===== src/rtl/money_accumulator_if.sv =====
// ----------------------------------------------------------------------------
// money_accumulator_if
// Purpose : bundles the request/response signals of the money accumulator so
//           the block and its driver connect through one port.
// Signals : pulse  [NCH]       per-channel denomination pulse level
//           target [VALW]      required amount, sampled on start
//           start              one-cycle transaction request
//           ack                releases the DONE state
//           out                high while DONE
//           busy               high while ACCUM
//           counts [NCH*CNTW]  per-channel accepted pulse counts
//           total  [VALW]      accumulated amount of current transaction
//           change [VALW]      total minus latched target while out, else 0
//           ovf                sticky saturation flag
// Modports: master drives requests (testbench/host), slave is the accumulator.
// ----------------------------------------------------------------------------
interface money_accumulator_if #(
    parameter int NCH  = 3,
    parameter int VALW = 19,
    parameter int CNTW = 9
);
    logic [NCH-1:0]      pulse;
    logic [VALW-1:0]     target;
    logic                start;
    logic                ack;
    logic                out;
    logic                busy;
    logic [NCH*CNTW-1:0] counts;
    logic [VALW-1:0]     total;
    logic [VALW-1:0]     change;
    logic                ovf;

    modport master (
        output pulse, target, start, ack,
        input  out, busy, counts, total, change, ovf
    );

    modport slave (
        input  pulse, target, start, ack,
        output out, busy, counts, total, change, ovf
    );
endinterface


===== src/rtl/money_accumulator.sv =====
// ----------------------------------------------------------------------------
// money_accumulator
// Purpose : counts rising edges on NCH denomination pulse channels, adds the
//           matching denomination values into a running total, and reports
//           completion once the total reaches a target latched at start.
//           Sums and counts saturate at all-ones and set a sticky ovf flag.
// Ports   : clk  - sole clock, rising edge
//           rst  - synchronous active-high reset
//           bus  - money_accumulator_if.slave (see interface for signal list)
// ----------------------------------------------------------------------------
module money_accumulator #(
    parameter int                  NCH   = 3,
    parameter int                  VALW  = 19,
    parameter int                  CNTW  = 9,
    parameter logic [NCH*VALW-1:0] DENOM = {19'd5000, 19'd2000, 19'd1000}
) (
    input logic               clk,
    input logic               rst,
    money_accumulator_if.slave bus
);

    localparam logic [1:0] ST_IDLE  = 2'd0;
    localparam logic [1:0] ST_ACCUM = 2'd1;
    localparam logic [1:0] ST_DONE  = 2'd2;

    // Four guard bits hold the sum of the total plus up to eight channel
    // values without wrapping, so saturation can be detected exactly.
    localparam int              SUMW    = VALW + 4;
    localparam logic [SUMW-1:0] VAL_MAX = {4'b0000, {VALW{1'b1}}};

    logic [1:0]          state;
    logic [NCH-1:0]      pulse_prev;
    logic [NCH-1:0]      events;
    logic [VALW-1:0]     target_q;
    logic [VALW-1:0]     total_q;
    logic [NCH*CNTW-1:0] counts_q;
    logic                ovf_q;

    logic [SUMW-1:0]     sum_raw;
    logic                sum_ovf;
    logic [VALW-1:0]     total_next;
    logic [NCH*CNTW-1:0] counts_next;
    logic                cnt_ovf;

    // pulse_prev tracks the input in every state, so a level that is already
    // high when ACCUM is entered never looks like a fresh edge.
    assign events = bus.pulse & ~pulse_prev;

    // NOTE: every variable in an always_comb gets a default before any
    // conditional update; otherwise synthesis infers a latch.
    always_comb begin
        sum_raw = {4'b0000, total_q};
        for (int i = 0; i < NCH; i++) begin
            if (events[i]) begin
                sum_raw = sum_raw + SUMW'(DENOM[i*VALW +: VALW]);
            end
        end
        sum_ovf    = (sum_raw > VAL_MAX);
        total_next = sum_ovf ? {VALW{1'b1}} : sum_raw[VALW-1:0];
    end

    always_comb begin
        counts_next = counts_q;
        cnt_ovf     = 1'b0;
        for (int i = 0; i < NCH; i++) begin
            if (events[i]) begin
                if (&counts_q[i*CNTW +: CNTW]) begin
                    cnt_ovf = 1'b1;
                end else begin
                    counts_next[i*CNTW +: CNTW] = counts_q[i*CNTW +: CNTW] + CNTW'(1);
                end
            end
        end
    end

    // NOTE: sequential state uses non-blocking assignments so every register
    // samples the pre-edge values, independent of statement order.
    always_ff @(posedge clk) begin
        if (rst) begin
            state      <= ST_IDLE;
            pulse_prev <= '0;
            target_q   <= '0;
            total_q    <= '0;
            counts_q   <= '0;
            ovf_q      <= 1'b0;
        end else begin
            pulse_prev <= bus.pulse;
            case (state)
                ST_IDLE: begin
                    if (bus.start) begin
                        target_q <= bus.target;
                        total_q  <= '0;
                        counts_q <= '0;
                        ovf_q    <= 1'b0;
                        state    <= ST_ACCUM;
                    end
                end
                ST_ACCUM: begin
                    total_q  <= total_next;
                    counts_q <= counts_next;
                    if (sum_ovf || cnt_ovf) begin
                        ovf_q <= 1'b1;
                    end
                    // A zero target completes on the first ACCUM edge.
                    if (total_next >= target_q) begin
                        state <= ST_DONE;
                    end
                end
                ST_DONE: begin
                    // ack has priority; start is simply not looked at here.
                    if (bus.ack) begin
                        state <= ST_IDLE;
                    end
                end
                default: state <= ST_IDLE;
            endcase
        end
    end

    assign bus.out    = (state == ST_DONE);
    assign bus.busy   = (state == ST_ACCUM);
    assign bus.counts = counts_q;
    assign bus.total  = total_q;
    assign bus.ovf    = ovf_q;
    // DONE is only reached with total >= target, so this never goes negative.
    assign bus.change = (state == ST_DONE) ? (total_q - target_q) : '0;

endmodule


===== src/flat_wrapper.sv =====
// flat-port wrapper written by rule: the top's interface ports become plain ports
module money_accumulator_flat 
#(
    parameter int                  NCH   = 3,
    parameter int                  VALW  = 19,
    parameter int                  CNTW  = 9,
    parameter logic [NCH*VALW-1:0] DENOM = {19'd5000, 19'd2000, 19'd1000}
)
  (clk, rst, bus_pulse, bus_target, bus_start, bus_ack, bus_out, bus_busy, bus_counts, bus_total, bus_change, bus_ovf);
  money_accumulator_if #(.NCH(NCH), .VALW(VALW), .CNTW(CNTW)) bus_i ();
  input logic clk;
  input logic rst;
  input wire logic [$bits(bus_i.pulse)-1:0] bus_pulse;
  input wire logic [$bits(bus_i.target)-1:0] bus_target;
  input wire logic [$bits(bus_i.start)-1:0] bus_start;
  input wire logic [$bits(bus_i.ack)-1:0] bus_ack;
  output wire logic [$bits(bus_i.out)-1:0] bus_out;
  output wire logic [$bits(bus_i.busy)-1:0] bus_busy;
  output wire logic [$bits(bus_i.counts)-1:0] bus_counts;
  output wire logic [$bits(bus_i.total)-1:0] bus_total;
  output wire logic [$bits(bus_i.change)-1:0] bus_change;
  output wire logic [$bits(bus_i.ovf)-1:0] bus_ovf;
  assign bus_i.pulse = bus_pulse;
  assign bus_i.target = bus_target;
  assign bus_i.start = bus_start;
  assign bus_i.ack = bus_ack;
  assign bus_out = bus_i.out;
  assign bus_busy = bus_i.busy;
  assign bus_counts = bus_i.counts;
  assign bus_total = bus_i.total;
  assign bus_change = bus_i.change;
  assign bus_ovf = bus_i.ovf;
  money_accumulator #(.NCH(NCH), .VALW(VALW), .CNTW(CNTW), .DENOM(DENOM)) u_core (.clk(clk), .rst(rst), .bus(bus_i));
endmodule

===== config.mk =====
export PLATFORM = sky130hd
export DESIGN_NAME = money_accumulator_flat
export DESIGN_NICKNAME = d
export VERILOG_FILES = /design/src/rtl/money_accumulator_if.sv /design/src/rtl/money_accumulator.sv /design/src/flat_wrapper.sv
export SDC_FILE = /design/constraint.sdc
export NUM_CORES = 1
export LEC_CHECK = 0
export CORE_MARGIN = 10
export CORE_UTILIZATION = 45
export DETAILED_ROUTE_END_ITERATION = 8
export HOLD_SLACK_MARGIN = 0.05
export PLACE_DENSITY_LB_ADDON = 0.15
export SETUP_SLACK_MARGIN = 0.5
export SYNTH_ARGS = -nofsm -noshare
export SYNTH_HDL_FRONTEND = slang
export SYNTH_SLANG_ARGS = --single-unit

===== constraint.sdc =====
create_clock -name clk -period 13.3 [get_ports clk]
set_input_delay 2.66 -clock clk [delete_from_list [all_inputs] [get_ports clk]]
set_output_delay 2.66 -clock clk [all_outputs]
set_load 0.03 [all_outputs]

==> results.py, run 1 <==
metrics = {
    "status": {
        "run_status": "finished, final reports clean",
    },
    "timing": {
        "fin_crit_sh": 0.633,
        "slew_violations": 0,
        "rsz0062_at_grt": "false",
        "finalSetupTns_ps": 0,
        "fmax_mhz": 119,
        "slew_headroom": 0.241,
        "hold_viol": 0,
        "setup_ws_ps": 4880,
        "finalSetupViolCount": 0,
        "skew_ps": 10.1,
        "fin_crit_ps": 8420,
        "worst_pin_slew_ps": 1130,
    },
    "run": {
        "drv_cap": 0,
    },
    "route": {
        "routed_wl_um": 16800,
        "via_per_inst": 5.67,
        "drtAntennaViolNets": 0,
        "drt_first_pass_iters": 5,
        "num_vias": 5592,
        "wl_per_cell_um": 17.1,
        "drtIter0Drc": 391,
        "drc": 0,
    },
    "floorplanning": {
        "die_area_mm2": 0.0176,
        "core_area_mm2": 0.0125,
        "row_count": 41,
        "ios": 94,
        "initial_core_util": 0.455,
        "fp.dieW_um": 133,
        "die_y_um": 133,
    },
    "global_routing": {
        "grt_max_degree": 38,
        "grt_usage": 0.186,
        "overflow": 0,
        "grt_pass1_vias": 5574,
        "grt_pass1_wl_um": 27500,
        "antenna_found_initial": 0,
    },
    "final_layout": {
        "nets": 884,
        "syn2layout_area_growth_pct": 22.9,
        "layout-drive-gt1-share": 0.0454,
        "layoutNonFillerInstCount": 987,
        "stdcell_area_mm2": 0.00701,
        "antennaDiodeCount": 0,
    },
    "place": {
        "dp.cells": 972,
        "placed_cell_area_mm2": 0.00671,
        "hpwlAfterDp_um": 13000,
        "port-buffer-count": 93,
        "gp_congestion": 0.941,
        "pre_cts_slack_ps": 4570,
    },
    "cts": {
        "cts.path.max_buffers": 2,
        "cts.sinks": 71,
        "clock_latency_ps": 340,
        "cts-root-buf": "clkbuf_16",
        "cts_max_level": 3,
        "cts.reportedPaths.clkPinSlew_ps": 60,
        "cts_hold_buf": 0,
        "post_cts_buffers": 0,
        "cts_tree": "done",
        "ctsResizeCount": 0,
        "numCtsBuffers": 9,
    },
    "power": {
        "p_sw_frac": 0.416,
        "seq_power_share": 0.255,
        "power_frac_comb": 0.499,
        "p_leak_nw": 2.76,
        "p_total_mw": 1.01,
        "irDropWorstVdd_v": 0.0000857,
        "p_int_mw": 0.590,
        "power_frac_clock": 0.246,
        "switchingPower_mw": 0.420,
        "power.density_mw_per_mm2": 144,
    },
    "setup_path": {
        "worstSetupStartpointType": "input port",
        "crit_path_max_incr_delay_ps": 850,
        "arrival_ps": 8690,
        "crit_fanout": 19,
        "setup.worst_path.start": "bus_pulse[0]",
        "cp.required_ps": 13570,
        "r2r-end": "u_core.state[0]",
        "cp_top_family": "compound AO/OA/AOI/OAI gates",
        "crit_chain": "clkdlybuf4s50_1 -> nand2b_1 -> or3_1 -> o21ai_1 -> a2111oi_0 -> a211oi_1 -> o211a_1 -> o21bai_1 -> a31oi_4 -> nand2b_1 -> ha_1 -> nor2b_1 -> o21a_1 -> o21a_1 -> o21a_1 -> o21a_1 -> o311ai_0 -> o2111ai_1 -> a211o_1 -> a211o_1 -> a21oi_1",
        "r2r_slack_ps": 6860,
        "r2r_cells": 21,
        "rr_startpoint": "u_core.bus.total[4]",
        "cp-end-kind": "register",
        "cpMostUsedCell": "o21a_1",
        "cpMaxStageDelayCell": "o21ai_1",
        "path_class": "in -> reg",
        "crit_buf_inv": 1,
    },
    "logic_synthesis": {
        "synth_edf_count": 0,
        "synth-seq-cells": 71,
        "synthAdderAreaFrac": 0.104,
        "synth_top_family_by_area": "simple AND/OR/NAND/NOR gates",
        "ys.flop_type": "dfxtp_1",
        "synth.net_count": 811,
        "synthMuxAreaShare": 0.00944,
        "yosys.area_share.simple": 0.275,
        "yosysUniqueCellTypes": 75,
        "async_flop_share": 0,
        "synth_warnings": 0,
        "synth_area_mm2": 0.00570,
        "synth_cells": 738,
        "seq_area_frac_synth": 0.249,
        "syn_area_per_cell_um2": 7.72,
        "synth_compound_area_frac": 0.214,
        "synth_xor_area_frac": 0.0999,
    },
    "worst_hold_path": {
        "hold-path-endpoint": "u_core.target_q[8]",
        "hold_depth": 2,
        "hold_class": "reg -> reg",
        "worstHoldStart": "u_core.target_q[8]",
    },
}
-- area by class of cell --
type / count / area, um2
clock buffer: 10 / 239
clock inverter: 5 / 58.8
fill: 1208 / 5510
inverter: 31 / 116
multi-input combinational: 602 / 4000
sequential: 71 / 1420
tap: 172 / 215
timing repair buffer: 96 / 953
-- power by group through the flow --
stage / combinational (mW) / clock, mW / sequential [mW]
after floorplan: 0.382 / 0 / 0.262
after global placement: 0.490 / 0 / 0.262
after detailed placement: 0.501 / 0 / 0.262
after CTS: 0.505 / 0.252 / 0.257
after global routing: 0.562 / 0.261 / 0.260
final: 0.504 / 0.249 / 0.257
-- cells in the mapped netlist (3+ instances only) --
library cell	instances	area share
a211o_1	7	0.011
a211oi_1	5	0.0066
a21o_1	10	0.013
a21oi_1	50	0.044
a22o_1	17	0.026
a22oi_1	3	0.0040
a31oi_1	5	0.0055
a32oi_1	3	0.0046
and2_1	13	0.014
and3_1	17	0.019
and4_1	3	0.0046
buf_1	4	0.0026
buf_2	7	0.0061
buf_6	3	0.0059
clkbuf_1	19	0.013
dfxtp_1	71	0.25
ha_1	46	0.10
inv_1	31	0.020
mux2_2	3	0.0059
nand2_1	91	0.060
nand2b_1	13	0.014
nand3_1	31	0.027
nand4_1	9	0.0099
nand4b_1	3	0.0046
nor2_1	67	0.044
nor2b_1	13	0.014
nor3_1	14	0.012
nor4_1	3	0.0033
o211ai_1	4	0.0053
o21a_1	6	0.0079
o21ai_0	23	0.020
o21ai_1	4	0.0035
o21bai_1	4	0.0053
o22ai_1	5	0.0055
o31ai_1	6	0.0079
o32ai_1	3	0.0046
or2_2	3	0.0033
or3_1	11	0.012
or4_1	3	0.0040
xnor2_1	38	0.058
xor2_1	27	0.041
-- metal layers --
| metal | routed length (um) | track usage | up-vias |
|---|---|---|---|
| li1 | - | - | 2795 |
| met1 | 7260 | 0.218 | 2606 |
| met2 | 8060 | 0.317 | 160 |
| met3 | 1100 | 0.0500 | 31 |
| met4 | 413 | 0.0709 | 0 |
| met5 | 0 | 0 | - |
-- sequential cells by signal, indices dropped and copies added (netlist names) --
name               cells
u_core.bus.counts     27
u_core.bus.total      19
u_core.target_q       19
u_core.pulse_prev      3
u_core.state           2
u_core.bus.ovf         1
-- kinds of logic (layout without fill, tap and decap cells) --
family          Yosys count  count (layout)
flops                    71              71
compound gates          176             176
buf+inv                  65             142
mux                       5               5
xor+xnor                 65              65
fa+ha+maj                47              47
simple gates            309             309
-- stage by stage --
step	hold WS, ps	utilization
floorplan	436	-
finish	457	0.560
detailed placement	450	0.536
global placement	448	0.536
CTS	458	0.560
global route	478	0.560
-- how the worst max path moves through the flow --
stage	endpoint	slack, ps	depth (start not counted)
after floorplan	u_core.state[0]	5910	23
after global placement	u_core.state[0]	4830	21
after detailed placement	u_core.state[0]	4570	21
after CTS	u_core.state[0]	4930	21
after global routing	u_core.state[0]	4190	21
final	u_core.state[0]	4880	21
-- worst min-delay path, delay by kind of cell, from the launching register on --
family | cells | cell delay (ps)
simple gates | 1 | 50
compound gates | 1 | 50
flops | 1 | 310
-- layout by cell type, fill, tap and decap left out, drive strengths merged, types with 4 or more instances in the layout --
master         instances
nor2                  68
xnor2                 38
xor2                  27
o21ai                 27
nor2b                 13
clkbuf                10
and2                  13
and3                  17
nand4                  9
or4                    4
a22o                  17
inv                   31
a31oi                  6
nand2b                13
o22ai                  5
o21bai                 4
a211oi                 5
a21o                  10
clkdlybuf4s50         93
or3                   11
a21oi                 51
nand3                 31
nand2                 91
or2                    4
ha                    46
a211o                  7
o21a                   6
nor3                  15
dfxtp                 71
o211ai                 5
nor4                   5
o31ai                  7
No activity file was read; power rests on OpenSTA's default activity.
==> run 2: changes to the inputs <==
clock period = 7.92 ns   (was 13.3 ns; I/O delays follow)
==> run 2 against run 1 <==
Net effect: clock power grew 65%; hold slack lost 1.5 ps; utilization grew 0.11 points; register-to-register slack lost 5200 ps; clock skew shrank 6.0 ps; total power grew 69%; critical endpoint unchanged; design area grew 0.20%; largest power group unchanged; sequential share of layout area is essentially flat; critical path depth grew 1; die area is the same; largest cell class unchanged; first-iteration DRC count shrank 19%; flip-flop and latch count is the same.
==> results.py, run 2 (synthesis results as in run 1) <==
metrics = {
    "timing": {
        "fin_crit_ps": 6920,
        "worst_pin_slew_ps": 1160,
        "finalSetupTns_ps": 0,
        "slew_violations": 0,
        "hold_viol": 0,
        "finalSetupViolCount": 0,
        "fin_crit_sh": 0.874,
        "rsz0062_at_grt": "false",
        "slew_headroom": 0.223,
        "fmax_mhz": 144,
        "skew_ps": 4.16,
    },
    "route": {
        "num_vias": 5676,
        "top_layer": "met4",
        "drtIter0Drc": 315,
        "drc": 0,
        "routed_wl_um": 17200,
        "met2_length_um": 8220,
        "met1Wirelength_um": 7550,
        "routed-wl-met3_um": 1090,
        "via_per_inst": 5.73,
        "drtAntennaViolNets": 0,
        "drt_first_pass_iters": 5,
        "wl_per_cell_um": 17.4,
    },
    "power": {
        "seq_power_share": 0.254,
        "power.density_mw_per_mm2": 243,
        "power_frac_comb": 0.504,
        "switchingPower_mw": 0.709,
        "irDropWorstVdd_v": 0.000162,
        "p_sw_frac": 0.416,
        "power_frac_clock": 0.241,
        "p_leak_nw": 2.77,
        "p_int_mw": 0.996,
        "p_total_mw": 1.70,
    },
    "floorplanning": {
        "die_area_mm2": 0.0176,
        "fp.dieW_um": 133,
        "die_y_um": 133,
        "row_count": 41,
        "core_area_mm2": 0.0125,
        "initial_core_util": 0.455,
        "ios": 94,
    },
    "setup_path": {
        "worstSetupStartpointType": "input port",
        "arrival_ps": 7200,
        "crit_chain": "clkdlybuf4s50_1 -> nand2b_1 -> o21ai_0 -> o21ai_0 -> ha_1 -> o41a_1 -> a32o_1 -> a32oi_1 -> nor2_1 -> a31oi_4 -> buf_4 -> nand2b_1 -> ha_1 -> o21a_1 -> o21a_1 -> o21a_1 -> o21a_1 -> o311ai_0 -> o2111ai_1 -> a211o_1 -> a211o_1 -> a21oi_1",
        "cp_top_family": "compound AO/OA/AOI/OAI gates",
        "cpMaxStageDelayCell": "clkdlybuf4s50_1",
        "crit_path_max_incr_delay_ps": 560,
        "path_class": "in -> reg",
        "cp.required_ps": 8190,
        "crit_fanout": 18,
        "cp-end-kind": "register",
        "crit_buf_inv": 2,
        "cpMostUsedCell": "o21a_1",
    },
    "final_layout": {
        "antennaDiodeCount": 0,
        "syn2layout_area_growth_pct": 23.2,
        "final_common_cell": "clkdlybuf4s50_1",
        "stdcell_area_mm2": 0.00702,
        "layout-drive-gt1-share": 0.0465,
        "nets": 886,
        "mostFrequentLayoutCells": "clkdlybuf4s50_1 (93), nand2_1 (91), dfxtp_1 (71)",
        "largest_reg_flops": 27,
    },
    "status": {
        "run_status": "finished, final reports clean",
    },
    "place": {
        "placed_cell_area_mm2": 0.00672,
        "port-buffer-count": 93,
        "hpwlAfterDp_um": 13300,
        "gp_congestion": 0.924,
    },
    "cts": {
        "cts.sinks": 71,
        "cts_max_level": 3,
        "cts.path.max_buffers": 2,
        "cts_hold_buf": 0,
        "clock_latency_ps": 340,
        "cts.reportedPaths.clkPinSlew_ps": 60,
        "cts_tree": "done",
        "numCtsBuffers": 9,
        "post_cts_buffers": 0,
        "cts-root-buf": "clkbuf_16",
    },
    "global_routing": {
        "grt_pass1_vias": 5668,
        "grt_pass1_wl_um": 28200,
        "overflow": 0,
        "grt_usage": 0.192,
        "antenna_found_initial": 0,
        "grt_max_degree": 38,
    },
    "run": {
        "drv_cap": 0,
    },
    "worst_hold_path": {
        "hold_class": "reg -> reg",
    },
}
==> run 2: layer usage <==
layer,up-vias,track usage
met3,26,0.0484
met1,2697,0.228
met2,172,0.326
met4,0,0.0709
li1,2781,-
met5,-,0
==> run 2: final timing paths <==
path	end	from	depth (start not counted)	slack [ps]
max	u_core.state[0]	bus_pulse[0]	22	1000
min reg2reg	u_core.target_q[7]	u_core.target_q[7]	2	460
min	u_core.target_q[7]	u_core.target_q[7]	2	460
max reg2reg	u_core.state[0]	u_core.bus.total[4]	21	1710
==> run 2: metrics by stage <==
stage / setup WS, ps / utilization / instances / hold slack [ps]
2_1_floorplan: 1610 / - / 738 / 436
3_3_place_gp: 966 / 0.537 / 974 / 447
3_5_place_dp: 632 / 0.537 / 974 / 449
4_1_cts: 951 / 0.561 / 990 / 456
5_1_grt: 546 / 0.561 / 990 / 479
6_report: 996 / 0.561 / 990 / 455
==> run 2: area by class of cell <==
type	instances	area, um2
fillers	1214	5500
multi-input cells	602	4010
repair buffers	98	968
well taps	172	215
flip-flops and latches	71	1420
inverters	31	116
clock buffers	13	250
clock inverters	3	42.5
==> run 2: repair_timing <==
action                                 CTS  global route
resized for setup                        0             1
endpoints found under the hold margin    0             0
setup endpoints to repair                0             2
==> run 2: tightest hold or removal path, stage by stage, from the launching register on <==
cell and delay [ps]:
dfxtp_1 300, nand2_1 50, a21oi_1 50
==> run 2: power by group through the flow <==
stage	sequential, mW	combinational [mW]	clock [mW]
finish	0.434	0.860	0.411
global placement	0.440	0.831	0
detailed placement	0.440	0.849	0
CTS	0.432	0.856	0.418
floorplan	0.440	0.641	0
global route	0.438	0.954	0.432
==> run 3: changes to the inputs <==
ABC_CLOCK_PERIOD_IN_PS = 7920   (was default)
GPL_TIMING_DRIVEN = 0   (was default)
==> run 3 against run 2 <==
Net effect: combinational power grew 5.3%; design area is 1.8% higher; first-iteration DRC count up 17%; global-route usage is 0.56 points higher; non-clock buffer count is 29 higher; largest cell class unchanged.
==> results.py, run 3 (synthesis results as in run 1) <==
metrics = {
    "setup_path": {
        "arrival_ps": 7270,
        "path_class": "in -> reg",
        "cp-end-kind": "register",
        "worstSetupStartpointType": "input port",
        "r2r-end": "u_core.state[0]",
        "r2r_cells": 25,
        "r2r_slack_ps": 1610,
        "cp.required_ps": 8190,
        "crit_fanout": 10,
        "rr_startpoint": "u_core.bus.total[4]",
    },
    "place": {
        "gp_congestion": 0.871,
        "hpwlAfterDp_um": 14300,
        "placed_cell_area_mm2": 0.00684,
        "port-buffer-count": 92,
    },
    "floorplanning": {
        "die_y_um": 133,
        "initial_core_util": 0.455,
        "row_count": 41,
        "ios": 94,
        "die_area_mm2": 0.0176,
        "fp.dieW_um": 133,
        "core_area_mm2": 0.0125,
    },
    "power": {
        "power.density_mw_per_mm2": 244,
        "power_frac_comb": 0.519,
        "switchingPower_mw": 0.733,
        "seq_power_share": 0.241,
        "p_int_mw": 1.01,
        "irDropWorstVdd_v": 0.000134,
        "p_sw_frac": 0.420,
        "power_frac_clock": 0.239,
        "p_total_mw": 1.75,
        "p_leak_nw": 2.84,
    },
    "status": {
        "run_status": "finished, final reports clean",
    },
    "cts": {
        "cts_hold_buf": 0,
        "cts.reportedPaths.clkPinSlew_ps": 60,
        "numCtsBuffers": 9,
        "cts-root-buf": "clkbuf_16",
        "clock_latency_ps": 350,
        "cts_tree": "done",
        "cts_max_level": 3,
        "cts.path.max_buffers": 2,
        "cts.sinks": 71,
    },
    "timing": {
        "hold_viol": 0,
        "slew_violations": 0,
        "fmax_mhz": 143,
        "slew_headroom": 0.507,
        "fin_crit_ps": 6990,
        "finalSetupTns_ps": 0,
        "fin_crit_sh": 0.883,
        "skew_ps": 8.22,
        "worst_pin_slew_ps": 740,
        "rsz0062_at_grt": "false",
        "finalSetupViolCount": 0,
    },
    "final_layout": {
        "largest_reg_flops": 27,
        "fill_cells": 1244,
        "mostFrequentLayoutCells": "nand2_1 (91), clkdlybuf4s50_1 (91), dfxtp_1 (71)",
        "syn2layout_area_growth_pct": 25.3,
        "stdcell_area_mm2": 0.00714,
        "layout-drive-gt1-share": 0.0567,
        "nets": 915,
        "antennaDiodeCount": 0,
    },
    "route": {
        "drtAntennaViolNets": 0,
        "wl_per_cell_um": 17.6,
        "drt_first_pass_iters": 5,
        "drc": 0,
        "via_per_inst": 5.70,
        "drtIter0Drc": 369,
        "num_vias": 5807,
        "routed_wl_um": 18000,
    },
    "worst_hold_path": {
        "hold_depth": 2,
        "worstHoldStart": "u_core.target_q[6]",
        "hold_class": "reg -> reg",
        "hold-path-endpoint": "u_core.target_q[6]",
    },
    "global_routing": {
        "grt_max_degree": 13,
        "antenna_found_initial": 0,
        "overflow": 0,
        "grt_pass1_wl_um": 28800,
        "grt_pass1_vias": 5667,
        "grt_usage": 0.197,
    },
    "run": {
        "drv_cap": 0,
    },
}
==> run 3: cell count changes in the layout (fill, tap and decap cells not counted), moves of 2 or more <==
| cell | delta |
|---|---|
| buf_4 | -4 |
| buf_2 | +7 |
| clkdlybuf4s50_1 | -2 |
| clkbuf_2 | +3 |
| buf_1 | +4 |
| buf_6 | +3 |
| clkbuf_1 | +17 |
==> run 3: worst max-delay path, cell delays in order <==
cell,delay (ps)
clkbuf_2,170
nand2b_1,160
clkbuf_1,260
o21ai_0,230
o21ai_0,180
ha_1,330
clkbuf_2,250
o41a_1,460
a32o_1,240
a32oi_1,300
nor2_1,140
a31oi_4,230
buf_2,270
nand2b_1,80
ha_1,290
nor2b_1,140
o21a_1,170
o21a_1,170
o21a_1,170
o21a_1,170
o311ai_1,310
o2111ai_1,190
a211o_1,340
a211o_1,300
a21oi_1,130
==> run 3: through the flow <==
| stage | setup slack (ps) | util | hold WS [ps] | cells |
|---|---|---|---|---|
| after floorplan | 1610 | - | 436 | 738 |
| after global placement | -129 | 0.546 | 446 | 1002 |
| after detailed placement | -256 | 0.546 | 446 | 1002 |
| after CTS | 660 | 0.571 | 455 | 1019 |
| after global routing | 632 | 0.571 | 470 | 1019 |
| final | 926 | 0.571 | 455 | 1019 |
==> run 3: area by class of cell <==
cell class	count	area, um2	share of cell area
buffer	34	161	0.0226
timing repair buffer	93	923	0.129
sequential	71	1420	0.199
inverter	31	116	0.0163
multi-input combinational	602	4010	0.561
tap	172	215	0.0301
clock inverter	4	53.8	0.00753
clock buffer	12	246	0.0345
==> run 3: layer usage <==
| layer | up-vias | track usage | part of all wire | wire, um |
|---|---|---|---|---|
| li1 | 2850 | - | - | - |
| met2 | 150 | 0.337 | 0.49 | 8760 |
| met5 | - | 0 | 0 | 0 |
| met4 | 0 | 0.0666 | 0.018 | 323 |
| met3 | 28 | 0.0534 | 0.060 | 1070 |
| met1 | 2779 | 0.234 | 0.44 | 7820 |
==> run 3: power groups by stage <==
stage / Clock [mW] / Sequential, mW / Combinational, mW
floorplan: 0 / 0.440 / 0.641
global placement: 0 / 0.427 / 0.869
detailed placement: 0 / 0.428 / 0.890
CTS: 0.421 / 0.421 / 0.900
global route: 0.438 / 0.425 / 0.992
finish: 0.418 / 0.421 / 0.906
==> run 3: what timing repair did <==
action                     in CTS  in global routing
resized for setup               3                  3
cloned                          0                  0
setup endpoints to repair       2                  2
buffers inserted                1                  0
pin swaps                       1                  0
==> run 3: worst max path at each step <==
| stage | endpoint | slack [ps] | depth (start not counted) | startpoint |
|---|---|---|---|---|
| floorplan | u_core.state[0] | 1610 | 23 | bus_pulse[0] |
| global placement | u_core.state[0] | -130 | 26 | bus_pulse[0] |
| detailed placement | u_core.state[0] | -260 | 26 | bus_pulse[0] |
| CTS | u_core.state[0] | 660 | 25 | bus_pulse[0] |
| global route | u_core.state[0] | 630 | 25 | bus_pulse[0] |
| finish | u_core.state[0] | 930 | 25 | bus_pulse[0] |
==> variant 1: new RTL, config.mk and constraints of run 3 <==
Reset style: asynchronous (`rst`), changed in one clocked block. Comments in the files are not updated.
--- a/src/rtl/money_accumulator.sv
+++ b/src/rtl/money_accumulator.sv
@@ -76,5 +76,5 @@
     // NOTE: sequential state uses non-blocking assignments so every register
     // samples the pre-edge values, independent of statement order.
-    always_ff @(posedge clk) begin
+    always_ff @(posedge clk or posedge rst) begin
         if (rst) begin
             state      <= ST_IDLE;
Function: differs if rst is asserted again (counterexample within 4 cycles, from zero or initial values and one cycle with rst high); with rst held inactive, the same outputs for 4 cycles.
==> variant 1 against run 3 <==
Non-clock buffer count shrank 2. Utilization grew 0.61 points. Final area grew 3.1%. Synthesized area grew 3.9%. Wire length shrank 0.79%. Worst setup slack gained 0.31 ns. Register-to-register slack gained 0.55 ns. Sequential cell count is the same. Global-route usage shrank 0.29 points. Highest routed layer unchanged.
Power is not compared: it rests on default switching activity, and its combinational part moved more than twofold at a synthesized area within 25%.
==> variant 1: results (changes against run 3) <==
[yosys]
synth_fa_ha_area_share_pct = 10.06  ; -0.39 points
synth_area_leaders = dfrtp_1 (30%), ha_1 (9.7%), nand2_1 (5.5%), xnor2_1 (5.3%), xor2_1 (4.6%)
synth_compound_area_share_pct = 19.53  ; -1.9 points
yosysSeqAreaShare_pct = 30.01  ; +5.1 points
async_flop_share_pct = 100.0  ; +100 points
synth.avg_cell_area_um2 = 8.316  ; +7.7%

[layout]
buf_share_pct = 14.99  ; -0.19 points
nets = 890  ; -2.7%
multi_input_area_share_pct = 52.50  ; -3.6 points
nNonClkBuffers = 125  ; -1.6%
num-nonclk-inverters = 36  ; +16%
seq_cell_count = 71  ; unchanged
instances_no_fill = 993  ; -2.6%
fillers = 1171  ; -5.9%

[setup_path]
max_stage_delay_ns = 0.53  ; +0.07 ns
r2r_start = u_core.bus.total[3]$_DFFE_PP0P_
cpMaxStageDelayCell = or3b_2

[placement]
dp.cells = 978  ; -2.4%
place_area_um2 = 7097  ; +3.8%
hpwl_um = 14200  ; -0.83%
place_ws_ns = 0.4491  ; +0.7051 ns

[sta]
hold_ws_ns = 0.5263  ; +0.07148 ns
final.setup_skew_ns = 0.007738  ; -0.0004867 ns
worstMarginPinSlew_ns = 1.005  ; +0.2658 ns

[global_route]
first_global_vias = 5588  ; -1.4%
grt_pass1_wl_um = 28600  ; -0.81%

[run_status]
status = finished, final reports clean

[hold_path]
whs_endpoint = u_core.bus.counts[17]$_DFFE_PP0P_
holdCritStartpoint = u_core.bus.counts[17]$_DFFE_PP0P_

[clocking]
ctsResizeCount = 0  ; -3

[drt]
vias = 5588  ; -3.8%

==> variant 1: worst max path at each step <==
stage                            start                          end  slack [ns]  cells after the start
after CTS                 bus_pulse[0]  u_core.state[1]$_DFFE_PP0P_        0.79                     26
after global routing      bus_pulse[0]  u_core.state[1]$_DFFE_PP0P_        0.84                     26
final                     bus_pulse[0]  u_core.state[1]$_DFFE_PP0P_        1.24                     26
after detailed placement  bus_pulse[0]  u_core.state[1]$_DFFE_PP0P_        0.45                     26
after floorplan           bus_pulse[0]  u_core.state[1]$_DFFE_PP0P_        2.06                     25
after global placement    bus_pulse[0]  u_core.state[1]$_DFFE_PP0P_        0.53                     26
==> variant 1: metal layers <==
| metal | share of wire, % | GRT usage, % | up-vias | wire length (µm) |
|---|---|---|---|---|
| li1 | - | - | 2731 | - |
| met1 | 45 | 23.69 | 2675 | 7965 |
| met2 | 48 | 33.18 | 157 | 8513 |
| met3 | 5.8 | 3.746 | 25 | 1042 |
| met4 | 1.7 | 7.195 | 0 | 310 |
| met5 | 0 | 0 | - | 0 |
==> variant 2: new RTL, flow settings as in run 3 <==
Without the edit above. `VALW` is set to 19 in 3 places; all go to 38.
--- a/src/rtl/money_accumulator_if.sv
+++ b/src/rtl/money_accumulator_if.sv
@@ -17,5 +17,5 @@
 interface money_accumulator_if #(
     parameter int NCH  = 3,
-    parameter int VALW = 19,
+    parameter int VALW = 38,
     parameter int CNTW = 9
 );
--- a/src/rtl/money_accumulator.sv
+++ b/src/rtl/money_accumulator.sv
@@ -11,5 +11,5 @@
 module money_accumulator #(
     parameter int                  NCH   = 3,
-    parameter int                  VALW  = 19,
+    parameter int                  VALW  = 38,
     parameter int                  CNTW  = 9,
     parameter logic [NCH*VALW-1:0] DENOM = {19'd5000, 19'd2000, 19'd1000}
--- a/src/flat_wrapper.sv
+++ b/src/flat_wrapper.sv
@@ -3,5 +3,5 @@
 #(
     parameter int                  NCH   = 3,
-    parameter int                  VALW  = 19,
+    parameter int                  VALW  = 38,
     parameter int                  CNTW  = 9,
     parameter logic [NCH*VALW-1:0] DENOM = {19'd5000, 19'd2000, 19'd1000}
Ports: changed (resized bus_change, bus_target and bus_total); port bits go from 94 to 151. The function was not compared with the original's and may differ.
==> variant 2 against run 3 <==
Synthesized area is 64% higher. Final area is 62% higher. Total power is 56% higher. Sequential share of layout area is 1.0 points lower. Critical path type unchanged. Worst setup slack better by 0.10 ns. Utilization is 0.14 points lower. Maximum frequency is 1.5% higher. Sequential cell count is 38 higher. Worst hold slack better by 0.0014 ns. First-iteration DRC count is 110% higher. Wire length is 68% higher.
==> variant 2: results (changes against run 3) <==
[run_status]
status = finished, final reports clean

[sta]
worstMarginPinSlew_ns = 0.9152  ; +0.1755 ns
final.setup_skew_ns = 0.008422  ; +0.0001969 ns

[hold_path]
holdCritStartpoint = u_core.target_q[22]$_SDFFE_PP0P_
hold_class = reg -> reg

[global_route]
grt_pass1_wl_um = 48030  ; +67%
antenna_found_initial = 2  ; +2
grtUsageMet1_pct = 27.95  ; +4.6 points
grt_max_degree = 18  ; +5
use_met3_pct = 6.783  ; +1.4 points
first_global_vias = 9017  ; +59%
track_usage_pct = 22.01  ; +2.3 points
met2_usage_pct = 35.13  ; +1.5 points

[placement]
io_buffers = 150  ; +63%
hpwl_um = 24220  ; +69%
place.gp.congestion = 0.9472  ; +8.7%

[yosys]
synth_area_leaders = dfxtp_1 (23%), ha_1 (11%), nand2_1 (7.3%), a21oi_1 (5.2%), xnor2_1 (4.8%)
synth-warning-count = 0  ; unchanged
synth_commonest_cells = nand2_1 (182), dfxtp_1 (109), a21oi_1 (97)
syn_nets = 1368  ; +69%
yosysSeqAreaShare_pct = 23.37  ; -1.6 points
synth_cell_type_count = 88  ; +17%

[setup_path]
crit_path_max_fanout = 10  ; unchanged
crit_family = compound AO/OA/AOI/OAI gates
critPathArrivalTime_ns = 7.12  ; -0.15 ns
crit_start = bus_pulse[0]
cpMaxStageDelayCell = or4b_2
r2r_start = u_core.bus.total[4]$_SDFFE_PP0P_
max_stage_delay_ns = 0.69  ; +0.23 ns

[clocking]
cts-root-buf = clkbuf_16
clk_latency_ns = 0.37  ; +0.02 ns

[power]
peakVddDrop_v = 0.0001076  ; -20%
p_leak_nw = 4.765  ; +68%

[drt]
wire_per_inst_um = 18.02  ; +2.1%
vias_per_cell = 5.668  ; -0.54%
routed.top_layer = met5
drt-met1-wl_um = 13290  ; +70%
met3WireLength_um = 2812  ; +160%
routed-wl-met2_um = 13620  ; +55%
drt_iter0_markers = 760  ; +110%

[layout]
fillers = 2021  ; +62%
layout-drive-gt1-share_pct = 5.103  ; -0.56 points
nets = 1535  ; +68%
diodes = 0  ; unchanged

[variant 2: per-stage QoR]
stage	setup WS [ns]	instances	area [µm²]	util (%)	power (W)
after CTS	0.6651	1675	11480	56.58	0.002724
final	1.028	1681	11560	56.93	0.002725
after global placement	0.3217	1659	11170	55.05	0.002213
after floorplan	2.107	1239	9335	-	0.001786
after detailed placement	0.3116	1659	11170	55.05	0.002232
after global routing	0.6136	1681	11560	56.93	0.002938
[variant 2: timing repair]
| action | in CTS | in global routing |
|---|---|---|
| setup buffers | 0 | 6 |
| endpoints found under the hold margin | 0 | 0 |
| gates resized for setup | 0 | 5 |
| endpoints found under the setup margin | 0 | 2 |
[variant 2: kinds of logic (layout without fill, tap and decap cells)]
group	Yosys count	in the layout	synth area share, %
flops	109	109	23.37
buf+inv	123	295	5.482
fa+ha+maj	84	84	11.34
simple gates	498	498	26.36
compound gates	326	326	24.07
xor+xnor	94	94	8.819
mux	5	5	0.5495
[variant 2: final timing paths]
| check | end | slack, ns | cells past startpoint |
|---|---|---|---|
| worst max register to register | u_core.state[1]$_SDFFE_PP0P_ | 1.93 | 24 |
| worst min-delay path | u_core.target_q[22]$_SDFFE_PP0P_ | 0.46 | 2 |
| worst max-delay path | u_core.state[1]$_SDFFE_PP0P_ | 1.03 | 22 |
| worst min register to register | u_core.target_q[22]$_SDFFE_PP0P_ | 0.46 | 2 |
[variant 2: layout make-up]
cell class / count / share of cell area, %
multi-input combinational: 1007 / 57.70
sequential: 109 / 18.88
timing repair buffer: 156 / 13.38
tap: 270 / 2.923
buffer: 70 / 2.707
clock buffer: 11 / 2.187
inverter: 53 / 1.721
clock inverter: 5 / 0.4980
[variant 2: report_power, final]
group	switching, W	internal [W]	leakage (nW)
clock	0.000221	0.000264	0.156
combinational	0.000953	0.000631	3.72
sequential	0.0000524	0.000604	0.887
